### config.mk
export PLATFORM = sky130hd
export DESIGN_NAME = fetch_unit
export DESIGN_NICKNAME = d
export VERILOG_FILES = /design/src/rtl/fetch_unit.sv
export SDC_FILE = /design/constraint.sdc
export NUM_CORES = 1
export LEC_CHECK = 0
export BUFFER_PORTS_ARGS = -buffer_cell sky130_fd_sc_hd__buf_2
export CELL_PAD_IN_SITES_DETAIL_PLACEMENT = 1
export CELL_PAD_IN_SITES_GLOBAL_PLACEMENT = 1
export CORE_AREA = 2 2 145 147
export CTS_BUF_LIST = sky130_fd_sc_hd__clkbuf_8
export DETAILED_ROUTE_END_ITERATION = 10
export DIE_AREA = 0 0 147 149
export HOLD_SLACK_MARGIN = 0.12
export PLACE_DENSITY = 0.73
export SYNTH_ARGS = -nofsm -noshare
export SYNTH_HDL_FRONTEND = slang
export SYNTH_SLANG_ARGS = --single-unit
### constraint.sdc
create_clock -name i_clk -period 14.51 [get_ports i_clk]
set_input_delay 2.902 -clock i_clk [delete_from_list [all_inputs] [get_ports i_clk]]
set_output_delay 2.902 -clock i_clk [all_outputs]
set_load 0.05 [all_outputs]
### src/rtl/fetch_unit.sv
// Instruction fetch stage: owns the PC, drives the instruction memory address,
// and captures the returned word into the F/D pipeline register.
module fetch_unit #(
  parameter logic [31:0] RESET_ADDR = 32'h00000000
) (
  input  logic        i_clk,
  input  logic        i_rst,
  output logic [31:0] o_imem_raddr,
  input  logic [31:0] i_imem_rdata,
  input  logic        i_stall,
  input  logic        i_redirect,
  input  logic [31:0] i_redirect_pc,
  input  logic        i_halt,
  output logic        o_fd_valid,
  output logic [31:0] o_fd_inst,
  output logic [31:0] o_fd_pc,
  output logic [31:0] o_fd_pc4,
  output logic        o_halted,
  output logic [31:0] o_fetch_count
);

  typedef enum logic [1:0] {
    BOOT = 2'd0,
    RUN  = 2'd1,
    HALT = 2'd2
  } state_t;

  state_t      state_q, state_d;
  logic [31:0] pc_q, pc_d;
  logic        fd_valid_q, fd_valid_d;
  logic [31:0] fd_inst_q, fd_inst_d;
  logic [31:0] fd_pc_q, fd_pc_d;
  logic [31:0] fd_pc4_q, fd_pc4_d;
  logic [31:0] count_q, count_d;
  logic [31:0] pc_plus4;

  // Target alignment is the redirecting stage's job; low bits are simply dropped.
  logic        unused_redirect_lsb;
  assign unused_redirect_lsb = ^i_redirect_pc[1:0];

  assign pc_plus4 = pc_q + 32'd4;

  always_comb begin
    state_d    = state_q;
    pc_d       = pc_q;
    fd_valid_d = fd_valid_q;
    fd_inst_d  = fd_inst_q;
    fd_pc_d    = fd_pc_q;
    fd_pc4_d   = fd_pc4_q;
    count_d    = count_q;
    case (state_q)
      BOOT: begin
        state_d    = RUN;
        pc_d       = RESET_ADDR;
        fd_valid_d = 1'b0;
      end
      RUN: begin
        // Priority: halt, then redirect, then stall, then normal fetch.
        if (i_halt) begin
          state_d    = HALT;
          fd_valid_d = 1'b0;
        end else if (i_redirect) begin
          pc_d       = {i_redirect_pc[31:2], 2'b00};
          fd_valid_d = 1'b0;
        end else if (!i_stall) begin
          pc_d       = pc_plus4;
          fd_valid_d = 1'b1;
          fd_inst_d  = i_imem_rdata;
          fd_pc_d    = pc_q;
          fd_pc4_d   = pc_plus4;
          count_d    = count_q + 32'd1;
        end
      end
      HALT: begin
        fd_valid_d = 1'b0;
      end
      default: begin
        state_d    = BOOT;
        pc_d       = RESET_ADDR;
        fd_valid_d = 1'b0;
      end
    endcase
  end

  always_ff @(posedge i_clk or posedge i_rst) begin
    if (i_rst) begin
      state_q    <= BOOT;
      pc_q       <= RESET_ADDR;
      fd_valid_q <= 1'b0;
      fd_inst_q  <= '0;
      fd_pc_q    <= '0;
      fd_pc4_q   <= '0;
      count_q    <= '0;
    end else begin
      state_q    <= state_d;
      pc_q       <= pc_d;
      fd_valid_q <= fd_valid_d;
      fd_inst_q  <= fd_inst_d;
      fd_pc_q    <= fd_pc_d;
      fd_pc4_q   <= fd_pc4_d;
      count_q    <= count_d;
    end
  end

  assign o_imem_raddr  = pc_q;
  assign o_fd_valid    = fd_valid_q;
  assign o_fd_inst     = fd_inst_q;
  assign o_fd_pc       = fd_pc_q;
  assign o_fd_pc4      = fd_pc4_q;
  assign o_fetch_count = count_q;
  assign o_halted      = (state_q == HALT);

endmodule

==> metrics.cfg, run 1 <==
[status]
status=complete, no violations

[grt]
antenna_found_initial=1
grt_pass1_vias=6358
grt.total_usage_pct=19.5
grt_pass1_wl_mm=34.0
grt_max_degree=93
overflow=0

[logic_synthesis]
netlist_instances=748
ys_seq_elements=157
ys.flop_type=dfrtp_1
synth_top_cells_by_area=dfrtp_1 (56%), nand2_1 (13%), xnor2_1 (5.9%)
netlist_area_sq_um=7040
synth_edf_count=0
post_synth_num_cell_types=48
synth_top_area_cell=dfrtp_1
synth_area_per_cell_sq_um=9.41
yosysMostFrequentCell=nand2_1
synth_top_area_share_pct=55.8
yosysSeqAreaShare_pct=55.8
yosys-top-cells-count=nand2_1 (237), dfrtp_1 (157), o21ai_0 (55)
async_flop_share_pct=100
yosysWarnings=0

[worst_setup_path]
cp_top_family=buffers and inverters
crit_path_end_kind=register
cp-start-kind=input pin
cp_num_buf_inv=2
arrival_ps=5470
cp_max_fo=81
cpPeakStageDelay_ps=760
critical_path_class=input pin to register
required_ps=14800
crit_slowest_cell=buf_4
crit_chain=buf_2 > nor2_1 > nand2_4 > buf_4 > a31oi_1 > o21ai_0 > o311ai_0

[die]
die_y_um=149
rows=53
die-area_sq_um=21900
core_area_sq_um=20600
die_x_um=147
ios=231
initial_core_util_pct=34.2

[timing]
slew_viol_final=0
setup_viol=0
finalCritPeriodShare_pct=35.7
fmax_ghz=0.193
final.setup.worst_slack_ps=9330
fin_worst_skew_ps=18.1
max_slew_margin_pct=29.4
worst_pin_slew_ps=1060
hold_viol_final=0
rsz0062_at_grt=no
finalSetupTns_ps=0
period_minus_slack_ps=5180

[pwr]
pwr-share-seq_pct=37.2
power_density_nw_per_um2=199
switching_power_w=0.000879
p_total_w=0.00173
combPwrFrac_pct=43.7
ir_drop_v=0.0000905
clkPwrFrac_pct=19.1
p_int_w=0.000849
switching_share_pct=50.9
leakage_nw=4.61

[placement]
port_buffers=222
place_ws_ps=8810
dp_cells=1199
routabilityCongestion=0.749
place_area_sq_um=8290
hpwlAfterDp_mm=14.4

[clocking]
root_buffer=clkbuf_8
numCtsBuffers=17
cts_tree=built
cts_sinks=157
clk_pin_slew_worst_paths_ps=90
cts_buffer_depth=2
clock_latency_ps=450
postCtsResizedCells=0
hold_buffers=0
htree_num_levels=4
cts_setup_buffers=0

[route]
viasPerCell=4.91
routed_wl_mm=20.8
drtAntennaViolNets=0
wl_per_cell_um=16.9
drt_iter0_markers=261
via_count=6044
drc_errors=0
first_pass_iters=4

[finish]
diodes=0
drive_above_1_share_pct=27.9
postLayoutCellArea_sq_um=8680
stdcell_count=1231
final_nets=1014
area_growth_pct=23.4

[run]
drv_cap=0

[hold_path]
min_path_type=register to register

-- cell families after synthesis --
kind of cell / count (synthesis) / synth area share (%)
AND/OR/NAND/NOR: 364 / 23.2
other: 1 / 0.0533
adder cells (fa/ha/maj): 2 / 0.356
XOR/XNOR: 55 / 6.85
buffers and inverters: 60 / 4.00
flip-flops: 157 / 55.8
AO/OA/AOI/OAI: 105 / 9.12
multiplexers: 4 / 0.569
-- metal layers --
layer / up-vias / global-route usage, % / wire length [um] / share of wire (%)
met5: - / 0 / 13 / 0.063
met4: 2 / 4.23 / 194 / 0.93
met3: 16 / 5.66 / 1340 / 6.5
met2: 157 / 32.0 / 9560 / 46
met1: 2986 / 25.8 / 9650 / 46
li1: 2883 / - / - / -
-- cell type report --
type,count,area (sq um)
tap,275,344
timing repair buffer,226,1140
sequential,157,3930
clock buffer,17,234
fill,2506,11900
multi-input combinational,536,2860
inverter,5,23.8
clock inverter,15,151
-- stage by stage --
step / util [%] / hold WS (ps)
2_1_floorplan: - / 451
3_3_place_gp: 40.3 / 453
3_5_place_dp: 40.3 / 457
4_1_cts: 42.2 / 481
5_1_grt: 42.2 / 499
6_report: 42.2 / 475
-- power groups by stage --
stage / Clock (W) / Sequential [W] / Combinational, W
CTS: 0.000343 / 0.000645 / 0.000765
global placement: 0 / 0.000647 / 0.000754
finish: 0.000331 / 0.000643 / 0.000755
floorplan: 0 / 0.00104 / 0.000175
global route: 0.000360 / 0.000663 / 0.000804
detailed placement: 0 / 0.000652 / 0.000764
-- worst reg2reg max path, stage by stage, from the launching register on --
cell      delay, ps
dfrtp_1         440
nor3b_2         500
nand2_4         510
buf_4           560
a31oi_1         290
o21ai_0          90
o311ai_0        150
-- layout by cell type, fill, tap and decap left out, types with 8 or more instances in the layout --
| cell | n |
|---|---|
| nand3_1 | 22 |
| xnor2_1 | 47 |
| buf_2 | 222 |
| o21ai_0 | 55 |
| and3_1 | 12 |
| a22oi_1 | 16 |
| a21oi_1 | 10 |
| and4_1 | 9 |
| xor2_1 | 8 |
| nor2_1 | 24 |
| dfrtp_1 | 157 |
| nand2_1 | 236 |
| clkbuf_8 | 17 |
| nand4_1 | 17 |
| nor3_1 | 14 |
-- registers in the layout (all words and copies together) (netlist names) --
name	flops
o_fd_inst	32
o_fd_pc	30
o_imem_raddr	30
o_fd_valid	1
o_fd_pc4	30
o_fetch_count	32
state_q	2
-- worst paths after layout --
kind / startpoint / cells past startpoint / endpoint / slack, ps
worst max-delay path: i_redirect / 7 / o_imem_raddr[15] / 9330
worst min-delay path: o_fd_pc[13] / 2 / o_fd_pc[13] / 470
worst max register to register: state_q[1] / 6 / o_imem_raddr[15] / 11840
worst min register to register: o_fd_pc[13] / 2 / o_fd_pc[13] / 470
max in group asynchronous: i_rst / 3 / o_fetch_count[1] / 10490
min in group asynchronous: i_rst / 2 / o_fd_inst[13] / 2620
Note: power is estimated with default switching activity, not from simulation.
==> inputs of run 2 (changes only) <==
ABC_AREA = 1   (was unset)
CORE_AREA = 2 2 150 152   (was 2 2 145 147)
DIE_AREA = 0 0 152 154   (was 0 0 147 149)
PLACE_DENSITY = 0.74   (was 0.73)
clock period = 4.9 ns   (was 14.51 ns; I/O delays follow)
==> run 2 against run 1 <==
Clock-buffer cell count grew 1. Die area grew 6.9%. Critical endpoint is now o_fetch_count[5]. First-iteration DRC count increased by 11%. Clock power rose to 3.2 times the previous value. Via count grew 17%. Combinational power rose to 3.2 times the previous value. Final cell count is 20% higher. Global-route usage is 1.4 points higher. Sequential cell count unchanged. Hold slack better by 3.2 ps.
==> metrics.cfg, run 2 <==
[route]
routed_wl_mm=23.9
drc_errors=0
via_count=7059
first_pass_iters=4
drtAntennaViolNets=0
wl_per_cell_um=16.2
viasPerCell=4.77
drt_iter0_markers=291

[clocking]
clk_pin_slew_worst_paths_ps=110
root_buffer=clkbuf_8
clock_latency_ps=460
cts_setup_buffers=0
htree_num_levels=4
cts_tree=built
numCtsBuffers=17
hold_buffers=0
cts_buffer_depth=2
cts_sinks=157
postCtsResizedCells=0

[timing]
finalCritPeriodShare_pct=50.7
fin_worst_skew_ps=15.8
finalSetupTns_ps=0
worst_pin_slew_ps=907
rsz0062_at_grt=no
fmax_ghz=0.403
slew_viol_final=0
final.setup.worst_slack_ps=2420
setup_viol=0
period_minus_slack_ps=2480
hold_viol_final=0
max_slew_margin_pct=39.5

[logic_synthesis]
ys_seq_elements=157
synth_edf_count=0
netlist_instances=972
netlist_area_sq_um=7500
synth_area_per_cell_sq_um=7.72
async_flop_share_pct=100
yosys-top-cells-count=nand2_1 (378), dfrtp_1 (157), nor2_1 (130)
yosysSeqAreaShare_pct=52.4
ys.flop_type=dfrtp_1
synth_top_area_cell=dfrtp_1
yosysMostFrequentCell=nand2_1
synth_top_area_share_pct=52.4
synth_top_cells_by_area=dfrtp_1 (52%), nand2_1 (19%), nor2_1 (6.5%)
yosysWarnings=0
post_synth_num_cell_types=33

[worst_setup_path]
cp_max_fo=43
crit_path_end_kind=register
required_ps=5260
cp_top_family=buffers and inverters
cp_num_buf_inv=3
cp-start-kind=input pin
crit_chain=buf_2 > nor2_1 > nand3_4 > inv_2 > buf_4 > nand3_1 > xnor2_1
critical_path_class=input pin to register
arrival_ps=2840
crit_slowest_cell=buf_4
cpPeakStageDelay_ps=540

[finish]
final_nets=1257
seqCellArea_sq_um=3930
post-route-util_pct=42.8
n_fill_cell=2806
final_common_cell=nand2_1
drive_above_1_share_pct=23.4
area_growth_pct=23.8
final_cell_mix=nand2_1 (378), buf_2 (222), dfrtp_1 (157)
multi_input_area_sq_um=3130
stdcell_count=1480

[run]
drv_cap=0

[die]
rows=54
die_x_um=152
initial_core_util_pct=34.6
die-area_sq_um=23400
core_area_sq_um=21700
die_y_um=154
ios=231

[pwr]
p_total_w=0.00541
power_density_nw_per_um2=583
ir_drop_v=0.000284
leakage_nw=4.97

[grt]
grt_max_degree=158
antenna_found_initial=1
overflow=0
grt.total_usage_pct=20.9
grt_pass1_wl_mm=39.0
grt_pass1_vias=7316

[placement]
place_ws_ps=1870
routabilityCongestion=0.829
dp_cells=1447
port_buffers=222
hpwlAfterDp_mm=17.5

[status]
status=complete, no violations

[hold_path]
min_path_type=register to register

[run 2: changes by cell type after synthesis, sizes merged, moves of 9 or more]
cell	change
o21ai	+11
nand4	-13
nor2	+114
nor3	-9
clkbuf	-20
inv	+64
and4	-10
xnor2	-37
nand2	+143
and3	-12
nand3	+34
a22oi	-16
[run 2: stage by stage]
step	cell area [sq um]	hold slack (ps)
floorplan	7520	485
global placement	8850	458
detailed placement	8850	460
CTS	9280	485
global route	9280	502
finish	9280	478
[run 2: routing by layer]
metal / vias to the layer above / share of wire [%] / global-route usage (%)
met2: 181 / 49 / 35.8
met1: 3396 / 44 / 26.6
met5: - / 0 / 0
li1: 3456 / - / -
met4: 0 / 1.7 / 5.92
met3: 26 / 4.9 / 4.74
[run 2: where the power goes]
part	switching [W]	internal (W)	leakage [nW]
Clock	0.000545	0.000528	0.209
Sequential	0.000265	0.00165	2.10
Combinational	0.00193	0.000492	2.66
Total	0.00274	0.00267	4.97
[run 2: cell type report]
type	count	share of cell area, %
Antenna cell	1	0.0270
Clock buffer	18	2.67
Clock inverter	14	1.95
Inverter	69	2.83
Multi-Input combinational cell	712	33.8
Sequential cell	157	42.3
Tap cell	280	3.77
Timing Repair Buffer	229	12.7
[run 2: worst reg2reg max path, stage by stage, from the launching register on]
cell and delay [ps]:
dfrtp_1 440, nor2_4 210, nand3_4 110, inv_2 450
buf_4 570, nand3_1 180, xnor2_1 160
[run 2: logic make-up (layout without fill, tap and decap cells)]
| kind of cell | Yosys count | count (layout) | share of synthesized area (%) |
|---|---|---|---|
| DFF | 157 | 157 | 52.4 |
| adders and majority gates | 2 | 2 | 0.334 |
| and+or+nand+nor | 595 | 595 | 32.2 |
| other | 1 | 7 | 0.0500 |
| AOI/OAI and AO/OA | 83 | 83 | 5.87 |
| xor gates and xnor gates | 26 | 26 | 3.04 |
| buffers and inverters | 108 | 330 | 6.09 |
[run 2: path summary, 6_finish.rpt]
kind | slack (ps) | from | endpoint | cells past startpoint
min in group asynchronous | 730 | i_rst | o_fetch_count[12] | 3
hold reg to reg | 480 | o_fd_inst[4] | o_fd_inst[4] | 2
setup reg to reg | 2690 | state_q[1] | o_fetch_count[5] | 6
max in group asynchronous | 3480 | i_rst | o_imem_raddr[23] | 3
setup / recovery | 2420 | i_redirect | o_fetch_count[5] | 7
hold / removal | 480 | o_fd_inst[4] | o_fd_inst[4] | 2
